<file path="config.mk">
export PLATFORM = sky130hd
export DESIGN_NAME = key_event_queue
export DESIGN_NICKNAME = d
export VERILOG_FILES = /design/src/rtl/key_event_queue.sv
export SDC_FILE = /design/constraint.sdc
export NUM_CORES = 1
export LEC_CHECK = 0
export CAP_MARGIN = 25
export CORE_MARGIN = 1
export CORE_UTILIZATION = 64
export DETAILED_ROUTE_END_ITERATION = 10
export PLACE_DENSITY = 0.85
export SLEW_MARGIN = 20
export SYNTH_ARGS = -nofsm -noshare
export SYNTH_HDL_FRONTEND = slang
export SYNTH_SLANG_ARGS = --single-unit
</file>
<file path="constraint.sdc">
create_clock -name clk -period 6.72 [get_ports clk]
set_input_delay 1.008 -clock clk [delete_from_list [all_inputs] [get_ports clk]]
set_output_delay 1.008 -clock clk [all_outputs]
set_load 0.1 [all_outputs]
</file>
<file path="src/rtl/key_event_queue.sv">
// key_event_queue
//   Turns the debounced button vector into discrete press/release events and
//   queues them in a small FIFO, presented on a valid/ready stream. Each
//   event is {rel, code[4:0]}: rel = 1 for a release, 0 for a press, and code
//   is the key index. A sticky overflow flag records edges that were merged
//   into an event that was still pending, and so were lost.
//
// Parameters
//   NUM_KEYS  number of button inputs (at most 32, the code field is 5 bits)
//   AW        FIFO address width, depth = 2**AW
//
// Ports
//   clk       system clock, all logic on posedge
//   RSTN      synchronous active-low reset
//   btn_ok    debounced button levels, 1 = pressed, synchronous to clk
//   ev_ready  consumer accepts the head event this cycle
//   ev_valid  FIFO non-empty, head event is on ev_data
//   ev_data   head event {rel, code}, 0 while the FIFO is empty
//   ev_count  number of queued events, 0..2**AW
//   overflow  sticky, set when an edge is lost
//   ovf_clr   clears overflow (a same-cycle set wins)
module key_event_queue #(
    parameter int unsigned NUM_KEYS = 20,
    parameter int unsigned AW       = 3
) (
    input  logic                clk,
    input  logic                RSTN,
    input  logic [NUM_KEYS-1:0] btn_ok,
    input  logic                ev_ready,
    output logic                ev_valid,
    output logic [5:0]          ev_data,
    output logic [AW:0]         ev_count,
    output logic                overflow,
    input  logic                ovf_clr
);

    localparam int unsigned DEPTH = 1 << AW;

    logic [NUM_KEYS-1:0] prev;
    logic [NUM_KEYS-1:0] pend_press;
    logic [NUM_KEYS-1:0] pend_rel;
    logic [NUM_KEYS-1:0] rise;
    logic [NUM_KEYS-1:0] fall;
    logic [NUM_KEYS-1:0] grant_p;
    logic [NUM_KEYS-1:0] grant_r;

    logic [5:0]          mem [DEPTH];
    logic [AW-1:0]       wr_ptr;
    logic [AW-1:0]       rd_ptr;
    logic [AW:0]         count;

    logic                full;
    logic                push;
    logic                pop;
    logic                lost;
    logic [5:0]          grant_data;

    assign rise     = btn_ok & ~prev;
    assign fall     = ~btn_ok & prev;

    assign full     = (count == (AW+1)'(DEPTH));
    assign ev_valid = (count != '0);
    assign pop      = ev_valid & ev_ready;
    assign ev_count = count;
    assign ev_data  = ev_valid ? mem[rd_ptr] : '0;

    // Fixed-priority arbiter: presses of keys 0..N-1, then releases of keys
    // 0..N-1. Putting presses first guarantees a key's press leaves before
    // its release when both are pending. No grant at all while full, even if
    // the head is popped this cycle.
    always_comb begin
        grant_p    = '0;
        grant_r    = '0;
        grant_data = '0;
        push       = 1'b0;
        if (!full) begin
            for (int unsigned i = 0; i < NUM_KEYS; i++) begin
                if (!push && pend_press[i]) begin
                    grant_p[i] = 1'b1;
                    grant_data = {1'b0, 5'(i)};
                    push       = 1'b1;
                end
            end
            for (int unsigned i = 0; i < NUM_KEYS; i++) begin
                if (!push && pend_rel[i]) begin
                    grant_r[i] = 1'b1;
                    grant_data = {1'b1, 5'(i)};
                    push       = 1'b1;
                end
            end
        end
    end

    // A new edge landing on a still-pending, ungranted bit merges into it.
    assign lost = (|(rise & pend_press & ~grant_p)) |
                  (|(fall & pend_rel   & ~grant_r));

    always_ff @(posedge clk) begin
        if (!RSTN) begin
            prev       <= '0;
            pend_press <= '0;
            pend_rel   <= '0;
            wr_ptr     <= '0;
            rd_ptr     <= '0;
            count      <= '0;
            overflow   <= 1'b0;
        end else begin
            prev       <= btn_ok;
            pend_press <= (pend_press & ~grant_p) | rise;
            pend_rel   <= (pend_rel   & ~grant_r) | fall;

            if (push) begin
                wr_ptr <= wr_ptr + AW'(1);
            end
            if (pop) begin
                rd_ptr <= rd_ptr + AW'(1);
            end

            case ({push, pop})
                2'b10:   count <= count + (AW+1)'(1);
                2'b01:   count <= count - (AW+1)'(1);
                default: ;
            endcase

            if (lost) begin
                overflow <= 1'b1;
            end else if (ovf_clr) begin
                overflow <= 1'b0;
            end
        end
    end

    always_ff @(posedge clk) begin
        if (RSTN && push) begin
            mem[wr_ptr] <= grant_data;
        end
    end

endmodule

</file>
==> results.env <==
TOTAL_VIA_COUNT_IN_THE_ROUTED_DESIGN=4553
PWR-SHARE-SEQ=0.382
CTS_MAX_LEVEL=4
FINALHOLDVIOLATIONS=0
CELLLEAKAGEPOWER_nW=2.34
WORST_SLEW_PIN_SLEW_NS=0.969
SYNTHCELLS=561
TOTAL_NON_FILLER_CELL_AREA_IN_THE_FINISHED_LAYOUT_UM2=6860
SYNTH_NETS=590
VIOLATED_CHECKS='DRC'
CRITICAL-PATH-MAX-STAGE-DELAY_NS=0.96
WORSTSETUPENDPOINT='ev_data[0]'
SYNTHDOMINANTCELLAREASHARE=0.253
FP-ROW-COUNT=34
CLKLATENCYLATEPIN_NS=0.52
YS_ASYNC_SR_FRACTION=0
ROUTE.DETAILED.DRC=10
FINALWIRELENGTH_UM=13800
DETAILEDROUTE.FIRSTITERATIONVIOLATIONS=275
YS_FF_LATCH=122
YOSYS.CELL_TYPES.COUNT=69
RELATIVE_SLEW_SLACK=0.352
POWERDENSITY_nW_PER_UM2=344
CRITICAL_PATH_PEAK_FANOUT=12
GLOBALROUTE.TOTALOVERFLOW=0
OUTCOME='finished, violations left'
TIMING.FINAL.WS_SETUP_NS=2.63
DESIGN_POWER_TOTAL_mW=2.36
YS_WARNS=0
SYNTHTOPCELLSBYCOUNT='dfxtp_1 (74), edfxtp_1 (48), nor2_1 (39)'
POST-DP-HPWL_UM=9660
SETUP-TNS-FINAL_NS=0
WIRE_PER_INST_UM=19.0
FMAX_GHz=0.244
CTS_ROOT_BUF='clkbuf_8'
CTS_MADE_BUFFERS=17
POST_CTS.RESIZED_INSTANCES=0
FLOORPLAN.DIE.WIDTH_UM=97.7
IO_BUFFER_COUNT=35
GRT_UTIL_MET2=0.524
TIMING.CRITICAL_PATH.SLOWEST_STAGE_CELL='clkdlybuf4s50_1'
SWITCHING_POWER_mW=0.830
FIN_WORST_SKEW_NS=0.00832
GLOBAL_ROUTE.PEAK_USAGE_LAYER='met2'
SLEW_VIOL_FINAL=0
REG2REG_SLACK_NS=3.05
ANTENNA_FOUND_INITIAL=0
SYNTH_ENABLE_FLOP_CELLS=48
HOLDCRITPATHCLASS='flop to flop'
RR_WORST_DEPTH=12
LAYOUT.FILLER_CELLS=580
WORST_SETUP_PATH_END_KIND='output pin'
CP.ARRIVAL_NS=3.09
MULTI_INPUT_COMB_AREA_UM2=2750
CLOCK_TREE_FROM_TRITONCTS='built'
PIN_COUNT=36
GLOBAL_ROUTE.USAGE.MET3=0.0748
POSTCTSSETUPREPAIRBUFS=0
SYNTHMOSTINSTANTIATEDCELL='dfxtp_1'
FLOORPLAN.DIE_AREA_UM2=9540
HOLD_BUFFERS=0
LAYOUT-DRIVE-GT1-SHARE=0.111
REMAINING_NUMBER_OF_NETS_FLAGGED_BY_THE_ANTENNA_CHECK_AFTER_ROUTING=0
P_SW_FRAC=0.352
GR-USAGE-MET1=0.342
CTS_BUFFER_DEPTH=2
CORE_UM2=8810
START_UTIL=0.665
CLKPWRFRAC=0.360
SETUP_VIOL=0
CLKSINKCOUNT=122
AREA_DELTA_SYNTH_FINAL_PCT=17.1
RSZ0062_AT_GRT='no'
SYNTHESIS.AREA_UM2=5860
TRACK_USAGE=0.302
NUMBER_OF_GLOBAL_ROUTE_VIAS_BEFORE_REPAIR=4530
SYN_AREA_PER_CELL_UM2=10.4
SEQUENTIAL_CELL_AREA_UM2=2920
PATH_CELLS='mux4_2 -> mux2i_1 -> nor2_1 -> clkdlybuf4s50_1'
VIA_PER_INST=6.30
FINAL_WORST_PATH_PERIOD_SHARE=0.609
GRT_FIRST_PASS_WIRELENGTH_UM=21900
PLACED_CELL_AREA_UM2=6300
SYNTH.YOSYS.SEQ_AREA_SHARE=0.499
GRT_START_MAX_NET_PINS=77
SYNTH.TOP_CELLS.BY_AREA='dfxtp_1 (25%), edfxtp_1 (25%), mux4_2 (4.6%)'
NUMBER_OF_ANTENNA_REPAIR_DIODES=0
NUM-NETS-FINAL=631
FIRSTDRTPASSITERS=8
CRITICALPATHCATEGORY='flop to output pin'
CP.REQUIRED_NS=5.71
SYNTHDOMINANTAREACELLTYPE='dfxtp_1'
CLKSLEWWORSTSETUPHOLDPATHS_NS=0.06
IRDROPWORSTVDD_V=0.000215
CP-START-KIND='flop'
R2R_START='pend_rel[0]'
YS_DOMINANT_REG_CELL='dfxtp_1'
GPL.FINAL_WEIGHTED_CONGESTION=0.911
INTERNAL_POWER_mW=1.53
PRE_CTS_SLACK_NS=3.13
WORSTREG2REGEND='ev_count[2]'
DIE_H_UM=97.7
TIMING.FINAL.CRIT_PERIOD_NS=4.09
POWER.COMBINATIONAL.FRACTION=0.257
TIMING.MAX_CAP.VIOLATIONS=0
-- through the flow --
stage               std cells  utilization  hold WS (ns)
finish                    723        0.778         0.489
floorplan                 561            -         0.452
CTS                       723        0.778         0.501
global placement          690        0.714         0.470
global route              723        0.778         0.529
detailed placement        691        0.715         0.484
-- power groups by stage --
stage | logic (mW) | clock network, mW | registers [mW]
4_1_cts | 0.607 | 0.856 | 0.900
6_report | 0.607 | 0.850 | 0.901
5_1_grt | 0.642 | 0.884 | 0.910
2_1_floorplan | 0.437 | 0 | 0.930
3_3_place_gp | 0.586 | 0 | 0.909
3_5_place_dp | 0.602 | 0 | 0.915
-- cells in the final DEF, fill, tap and decap left out, types with 20 or more instances in the layout --
master	n
inv_1	26
o21ai_0	30
and2_1	32
nand2_1	38
a21boi_0	33
nand2b_1	28
nor2_1	39
a21oi_1	20
dfxtp_1	74
edfxtp_1	48
clkdlybuf4s50_1	34
-- kinds of logic after synthesis --
group / share of synthesized area
flip-flops: 0.499
AO/OA/AOI/OAI: 0.163
multiplexers: 0.0581
adder cells (fa/ha/maj): 0.0107
AND/OR/NAND/NOR: 0.226
buffers and inverters: 0.0312
XOR/XNOR: 0.0120
-- metal layers --
metal  part of all wire  wire (um)
met2               0.51       7010
met3              0.043        589
met5                  0          0
met1               0.41       5590
met4              0.041        567
-- registers in the layout, summed over array words and instances (netlist names), named ones only --
register and cells:
pend_rel 20, rd_ptr 3, mem 48, wr_ptr 3, ev_count 4, overflow 1, prev 20, pend_press 20
-- how the worst min path moves through the flow --
stage                     startpoint     endpoint  depth (start not counted)
after detailed placement     prev[7]  pend_rel[7]                          2
after floorplan              prev[7]  pend_rel[7]                          2
after CTS                    prev[7]  pend_rel[7]                          2
after global placement       prev[7]  pend_rel[7]                          2
final                        prev[7]  pend_rel[7]                          2
after global routing         prev[7]  pend_rel[7]                          2
-- cell type report --
cell class	count	area share
clock buffer	17	0.0604
timing repair buffer	40	0.0564
tap	108	0.0197
sequential	122	0.426
multi-input combinational	394	0.401
clock inverter	15	0.0212
inverter	27	0.0148
-- worst max-delay path, delay by kind of cell (launching register included) --
kind,cells,cell delay (ns)
simple gates,1,0.06
flops,1,0.79
mux,2,0.76
buf+inv,1,0.96
Note: power is estimated with default switching activity, not from simulation.
